## src/rtl/exec_pkg.sv

```systemverilog
// Shared widths, opcode map and MUL FSM state type for the exec/writeback pipeline.
package exec_pkg;

   localparam int DW       = 24;
   localparam int AW       = 4;
   localparam int MUL_ITER = 24;
   localparam int CW       = $clog2(MUL_ITER + 1);

   typedef enum logic [3:0] {
      OP_ADD  = 4'd0,
      OP_SUB  = 4'd1,
      OP_AND  = 4'd2,
      OP_OR   = 4'd3,
      OP_XOR  = 4'd4,
      OP_SHL  = 4'd5,
      OP_SHR  = 4'd6,
      OP_ROT3 = 4'd7,
      OP_MOVA = 4'd8,
      OP_LDI  = 4'd9,
      OP_NOP  = 4'd10,
      OP_MUL  = 4'd11
   } op_t;

   typedef enum logic {
      S_IDLE = 1'b0,
      S_MUL  = 1'b1
   } state_t;

endpackage

```

## src/rtl/exec_alu.sv

```systemverilog
// Single-cycle ALU for the E stage; purely combinational, no backpressure.
// Flags whether the op writes back and whether the opcode is reserved (12-15).
module exec_alu
   import exec_pkg::*;
#(
   parameter int DW = exec_pkg::DW
) (
   input  logic [3:0]    op,
   input  logic [DW-1:0] a,
   input  logic [DW-1:0] b,
   input  logic [7:0]    imm,
   output logic [DW-1:0] result,
   output logic          writes,
   output logic          reserved
);

   always_comb begin
      result   = '0;
      writes   = 1'b1;
      reserved = 1'b0;
      case (op)
         OP_ADD:  result = a + b;
         OP_SUB:  result = a - b;
         OP_AND:  result = a & b;
         OP_OR:   result = a | b;
         OP_XOR:  result = a ^ b;
         // a 5-bit amount of DW or more shifts every bit out, giving zero
         OP_SHL:  result = a << b[4:0];
         OP_SHR:  result = a >> b[4:0];
         OP_ROT3: result = {a[DW-4:0], a[DW-1:DW-3]};
         OP_MOVA: result = a;
         OP_LDI:  result = {{(DW-8){1'b0}}, imm};
         OP_NOP, OP_MUL: writes = 1'b0;
         default: begin
            writes   = 1'b0;
            reserved = 1'b1;
         end
      endcase
   end

endmodule

```

## src/rtl/exec_wb.sv

```systemverilog
// Issue -> E -> W pipeline with E/W operand forwarding and a 24-cycle shift-add MUL.
// Result written 2 cycles after accept (MUL: 25); issue_ready drops only while MUL iterates.
module exec_wb
   import exec_pkg::*;
#(
   parameter int DW = exec_pkg::DW,
   parameter int AW = exec_pkg::AW
) (
   input  logic          clk,
   input  logic          rst,
   input  logic          issue_valid,
   output logic          issue_ready,
   input  logic [3:0]    issue_op,
   input  logic [AW-1:0] issue_dst,
   input  logic [AW-1:0] issue_srca,
   input  logic [AW-1:0] issue_srcb,
   input  logic [7:0]    issue_imm,
   output logic [AW-1:0] src0,
   output logic [AW-1:0] src1,
   input  logic [DW-1:0] outa,
   input  logic [DW-1:0] outb,
   output logic          we,
   output logic [AW-1:0] dst,
   output logic [DW-1:0] data,
   output logic          err,
   output logic          busy
);

   state_t        state, state_nxt;
   logic          e_valid, w_valid;
   logic [3:0]    e_op;
   logic [AW-1:0] e_dst, w_dst, m_dst;
   logic [DW-1:0] e_a, e_b, w_data;
   logic [7:0]    e_imm;
   logic [DW-1:0] acc, mcand, mplier, acc_nxt;
   logic [CW-1:0] count;
   logic [DW-1:0] alu_res, opa, opb;
   logic          alu_wr, alu_rsv, e_wr, fire, is_mul, mul_done;

   assign src0     = issue_srca;
   assign src1     = issue_srcb;
   assign fire     = issue_valid && issue_ready;
   assign is_mul   = (issue_op == OP_MUL);
   assign e_wr     = e_valid && alu_wr;
   assign mul_done = (state == S_MUL) && (count == CW'(MUL_ITER - 1));
   assign acc_nxt  = mplier[0] ? acc + mcand : acc;

   exec_alu #(.DW(DW)) u_alu (
      .op       (e_op),
      .a        (e_a),
      .b        (e_b),
      .imm      (e_imm),
      .result   (alu_res),
      .writes   (alu_wr),
      .reserved (alu_rsv)
   );

   // Youngest producer wins: E result, then the W value not yet committed to the regfile.
   always_comb begin
      opa = outa;
      opb = outb;
      if (e_wr && e_dst == issue_srca)         opa = alu_res;
      else if (w_valid && w_dst == issue_srca) opa = w_data;
      if (e_wr && e_dst == issue_srcb)         opb = alu_res;
      else if (w_valid && w_dst == issue_srcb) opb = w_data;
   end

   always_ff @(posedge clk) begin
      if (rst) state <= S_IDLE;
      else     state <= state_nxt;
   end

   always_comb begin
      state_nxt   = state;
      issue_ready = 1'b0;
      busy        = 1'b0;
      case (state)
         S_IDLE: begin
            issue_ready = 1'b1;
            if (issue_valid && is_mul) state_nxt = S_MUL;
         end
         S_MUL: begin
            busy = 1'b1;
            if (mul_done) state_nxt = S_IDLE;
         end
         default: state_nxt = S_IDLE;
      endcase
   end

   always_ff @(posedge clk) begin
      if (rst) begin
         e_valid <= 1'b0;
         e_op    <= '0;
         e_dst   <= '0;
         e_a     <= '0;
         e_b     <= '0;
         e_imm   <= '0;
         w_valid <= 1'b0;
         w_dst   <= '0;
         w_data  <= '0;
         acc     <= '0;
         mcand   <= '0;
         mplier  <= '0;
         count   <= '0;
         m_dst   <= '0;
      end else begin
         // MUL leaves a bubble in E so its completion never competes with E for W
         e_valid <= fire && !is_mul;
         if (fire) begin
            e_op  <= issue_op;
            e_dst <= issue_dst;
            e_a   <= opa;
            e_b   <= opb;
            e_imm <= issue_imm;
         end
         if (mul_done) begin
            w_valid <= 1'b1;
            w_dst   <= m_dst;
            w_data  <= acc_nxt;
         end else begin
            w_valid <= e_wr;
            if (e_wr) begin
               w_dst  <= e_dst;
               w_data <= alu_res;
            end
         end
         if (fire && is_mul) begin
            acc    <= '0;
            mcand  <= opa;
            mplier <= opb;
            count  <= '0;
            m_dst  <= issue_dst;
         end else if (state == S_MUL) begin
            acc    <= acc_nxt;
            mcand  <= mcand << 1;
            mplier <= mplier >> 1;
            count  <= count + 1'b1;
         end
      end
   end

   assign we   = w_valid;
   assign dst  = w_dst;
   assign data = w_data;
   assign err  = e_valid && alu_rsv;

endmodule

```

## config.mk

```make
export PLATFORM = sky130hd
export DESIGN_NAME = exec_wb
export DESIGN_NICKNAME = d
export VERILOG_FILES = /design/src/rtl/exec_pkg.sv /design/src/rtl/exec_alu.sv /design/src/rtl/exec_wb.sv
export SDC_FILE = /design/constraint.sdc
export NUM_CORES = 1
export LEC_CHECK = 0
export ABC_CLOCK_PERIOD_IN_PS = 9910
export BUFFER_PORTS_ARGS = -buffer_cell sky130_fd_sc_hd__buf_4
export CAP_MARGIN = 20
export CORE_ASPECT_RATIO = 1.1
export CORE_MARGIN = 5
export CORE_UTILIZATION = 60
export CTS_CLUSTER_DIAMETER = 150
export CTS_CLUSTER_SIZE = 28
export DETAILED_ROUTE_END_ITERATION = 12
export PLACE_DENSITY = 0.79
export SLEW_MARGIN = 20
export SYNTH_ARGS = -nofsm -noshare
export SYNTH_HDL_FRONTEND = slang
export SYNTH_SLANG_ARGS = --single-unit
```

## constraint.sdc

```tcl
create_clock -name clk -period 9.91 [get_ports clk]
set_input_delay 2.4775 -clock clk [delete_from_list [all_inputs] [get_ports clk]]
set_output_delay 2.4775 -clock clk [all_outputs]
set_load 0.1 [all_outputs]
```

==> out/results.md <==
| Metric | This run |
| --- | --- |
| Run status | finished clean |
| Final Max Tran Viols | 0 |
| Placement Setup Slack | 4559 ps |
| Cell count of the worst reg-to-reg path | 14 |
| Synth top area cells | sky130_fd_sc_hd__dfxtp_1 (22%), sky130_fd_sc_hd__ha_1 (7.8%), sky130_fd_sc_hd__mux4_2 (7.5%) |
| Most frequent cells after synthesis | sky130_fd_sc_hd__nand2_1 (248), sky130_fd_sc_hd__dfxtp_1 (176), sky130_fd_sc_hd__nor2_1 (161), sky130_fd_sc_hd__a21oi_1 (140), sky130_fd_sc_hd__clkbuf_1 (110) |
| Top fanout value on the critical path | 22 |
| Slew at the pin closest to its max-slew limit | 1177 ps |
| Wire length per cell | 26.58 um |
| Antenna diode count | 0 |
| GR Overflow Total | 0 |
| Distinct cell type count of the synthesized netlist | 92 |
| Post-synthesis instance total | 1966 |
| Number of enable flip-flop cells after synthesis | 0 |
| Ys flop type | sky130_fd_sc_hd__dfxtp_1 |
| Width of the die | 164.3 um |
| Input/output buffers | 114 |
| Most frequent cell after synthesis | sky130_fd_sc_hd__nand2_1 |
| Crit path launch type | flip-flop |
| Bufs on Longest Clock Path | 2 |
| Leakage | 0.006466 uW |
| # setup viols final | 0 |
| Insertion delay to the later sink of the worst-skew pair | 440 ps |
| Endpoint of the most critical register-to-register path | mplier[23] |
| Yosys top cell area share | 22.42% |
| Final core occ | 66.16% |
| Number of routed nets with antenna violations | 0 |
| Synthesized area per cell | 7.995 um^2 |
| CTS Buf Count | 17 |
| Total Routed Length | 62040 um |
| Number of synthesized register bits | 176 |
| Post-CTS Setup Repair Bufs | 0 |
| Final Cycle Share | 54.41% |
| Worst setup slack after layout | 4518 ps |
| Sequential cell area in the final layout | 0.003532 mm^2 |
| Fillcell total | 2253 |
| Critical register-to-register path startpoint | e_op[1] |
| Core Region | 0.02599 mm^2 |
| Residual DRC | 0 |
| Sequential share of the synthesized area | 22.42% |
| Data required time of the worst path | 10250 ps |
| Core Rows | 62 |
| Initial cell density of the core | 60.48% |
| Type of the worst setup path | flip-flop to flip-flop |
| Post-detail-place hpwl | 45180 um |
| Die Outline Area | 0.02954 mm^2 |
| CTS tree | done |
| Synthesized net count | 2141 |
| Die Ht | 179.8 um |
| CTS H-tree depth | 4 |
| GRT Resource Usage Total | 40.85% |
| Cell depth of the worst hold path | 2 |
| Root buf cell | sky130_fd_sc_hd__clkbuf_16 |
| Post-route minimum period | 5392 ps |
| Worst setup path startpoint | e_op[1] |
| Count of maximum capacitance violations | 0 |
| Worst setup slack for register-to-register paths | 4520 ps |
| Area delta synth->final | 9.385% |
| Largest vdd supply drop | 0.00009330 V |
| Total Nets Final | 2144 |
| Mapped cell area | 0.01572 mm^2 |
| Number of antenna violations at the first check in global routing | 1 |
| Detailed router's first-iteration violation count | 2418 |
| Clock-pin slew of the registers on the worst-case setup and hold paths | 70 ps |
| Number of detailed-routing iterations run before antenna repair | 10 |
| Count of hold buffers inserted by post-cts repair | 0 |
| Via total after detailed routing | 16830 |
| Vias/cell | 7.209 |
| RSZ-0062 raised after global routing | false |
| Count of warnings emitted by yosys | 0 |
| Kind of capture point of the worst setup path | flip-flop |
| Share of cells above drive strength 1 | 15.44% |
| First-pass GRT wire length | 94550 um |
| Maximum clock rate | 185.5 MHz |
| Number of ports placed on the die boundary | 115 |
| Combined area of the multi-input logic cells | 0.01126 mm^2 |
| Synth area leader | sky130_fd_sc_hd__dfxtp_1 |
| Critical path arrival | 5730 ps |
| Hold Vio Cnt, Final | 0 |
| Setup TNS Final | 0 ps |
| Global placer's final weighted congestion | 1.070 |
| Number of global-route vias before repair | 16090 |
| Post-CTS Resized | 0 |
| Class of the worst hold path | flip-flop to flip-flop |
| Crit path to | mplier[23] |
| Asr flop ratio synth | 0% |
| Design Power | 2279 uW |
| Cell area power density | 132.5 mW/mm^2 |
| Pin count of the biggest net entering global routing | 70 |
| Setup Skew | 9.673 ps |
| Sink count of the clock tree | 176 |
| Relative slew slack | 20.31% |
[area by class of cell]
cell class	count	area share, %
tap	352	2.562
inverter	66	1.441
timing repair buffer	149	6.506
clock buffer	21	2.678
clock inverter	11	0.7714
multi-input combinational	1559	65.50
sequential	176	20.54
[where the power goes]
group          internal [uW]  leakage, uW  switching, uW
clock network            387     0.000284            292
registers                739      0.00144           68.5
logic                    277      0.00475            516
total                   1400      0.00647            877
[sequential cells by signal, indices dropped and copies added (netlist names)]
name     flops
acc         24
data        24
e_a         24
e_b         24
mcand       24
mplier      24
e_imm        8
count        5
dst          4
e_dst        4
e_op         4
m_dst        4
e_valid      1
state        1
we           1
[cells by family after synthesis]
kind of cell,count (synthesis),synth area share (%)
and+or+nand+nor,626,18.68
AOI/OAI and AO/OA,608,26.36
DFF,176,22.42
muxes,164,14.85
xor gates and xnor gates,61,3.399
adders and majority gates,100,8.056
buffers and inverters,231,6.241
[per-layer routing]
| layer | vias up | global-route usage [%] | share of wire [%] |
|---|---|---|---|
| met4 | 2 | 25.77 | 7.5 |
| met1 | 7964 | 52.28 | 37 |
| met5 | - | 0 | 0.019 |
| li1 | 7307 | - | - |
| met2 | 1229 | 62.17 | 44 |
| met3 | 324 | 8.887 | 12 |
[critical path: stages (launching register included)]
cell                        delay [ps]
sky130_fd_sc_hd__dfxtp_1           570
sky130_fd_sc_hd__nor3_4            610
sky130_fd_sc_hd__buf_4             380
sky130_fd_sc_hd__nand2_1           330
sky130_fd_sc_hd__o21ai_0           230
sky130_fd_sc_hd__xnor2_1           160
sky130_fd_sc_hd__ha_1              320
sky130_fd_sc_hd__a21o_1            220
sky130_fd_sc_hd__a211oi_1          320
sky130_fd_sc_hd__nor4_1             90
sky130_fd_sc_hd__a2111oi_0         770
sky130_fd_sc_hd__a31oi_1           340
sky130_fd_sc_hd__mux2i_1           290
sky130_fd_sc_hd__or3_1             430
sky130_fd_sc_hd__a31o_1            220
[how the worst min path moves through the flow]
| stage | startpoint | endpoint | slack [ps] |
|---|---|---|---|
| 6_report | e_imm[0] | e_imm[0] | 460 |
| 5_1_grt | m_dst[2] | m_dst[2] | 480 |
| 4_1_cts | e_imm[0] | e_imm[0] | 460 |
| 3_5_place_dp | e_imm[0] | e_imm[0] | 450 |
| 3_3_place_gp | m_dst[3] | m_dst[3] | 440 |
| 2_1_floorplan | e_imm[0] | e_imm[0] | 440 |
[placed cells by master (no fill, tap or decap), drive strengths merged, types with 12 or more instances in the layout]
| cell | count |
|---|---|
| dfxtp | 176 |
| mux2i | 78 |
| a31oi | 20 |
| nor2 | 161 |
| a211oi | 41 |
| xnor2 | 44 |
| o211ai | 35 |
| a22oi | 61 |
| o22ai | 32 |
| clkbuf | 21 |
| ha | 98 |
| o32ai | 18 |
| xor2 | 17 |
| nand3 | 52 |
| nor3 | 26 |
| buf | 149 |
| nand4 | 17 |
| o21a | 18 |
| mux4 | 52 |
| a221oi | 14 |
| nor4 | 12 |
| nand2 | 248 |
| mux2 | 34 |
| a21oi | 141 |
| nor2b | 21 |
| a21o | 17 |
| o31ai | 13 |
| and2 | 16 |
| inv | 66 |
| o21ai | 109 |
| and3 | 13 |
[metrics by stage]
stage / hold slack [ps] / std cells / instance area, um^2
floorplan: 436.0 / 1966 / 15720
global placement: 444.1 / 2302 / 16600
detailed placement: 448.7 / 2302 / 16600
CTS: 457.9 / 2334 / 17190
global route: 476.5 / 2334 / 17190
finish: 455.8 / 2334 / 17190
Note: power is estimated with default switching activity, not from simulation.
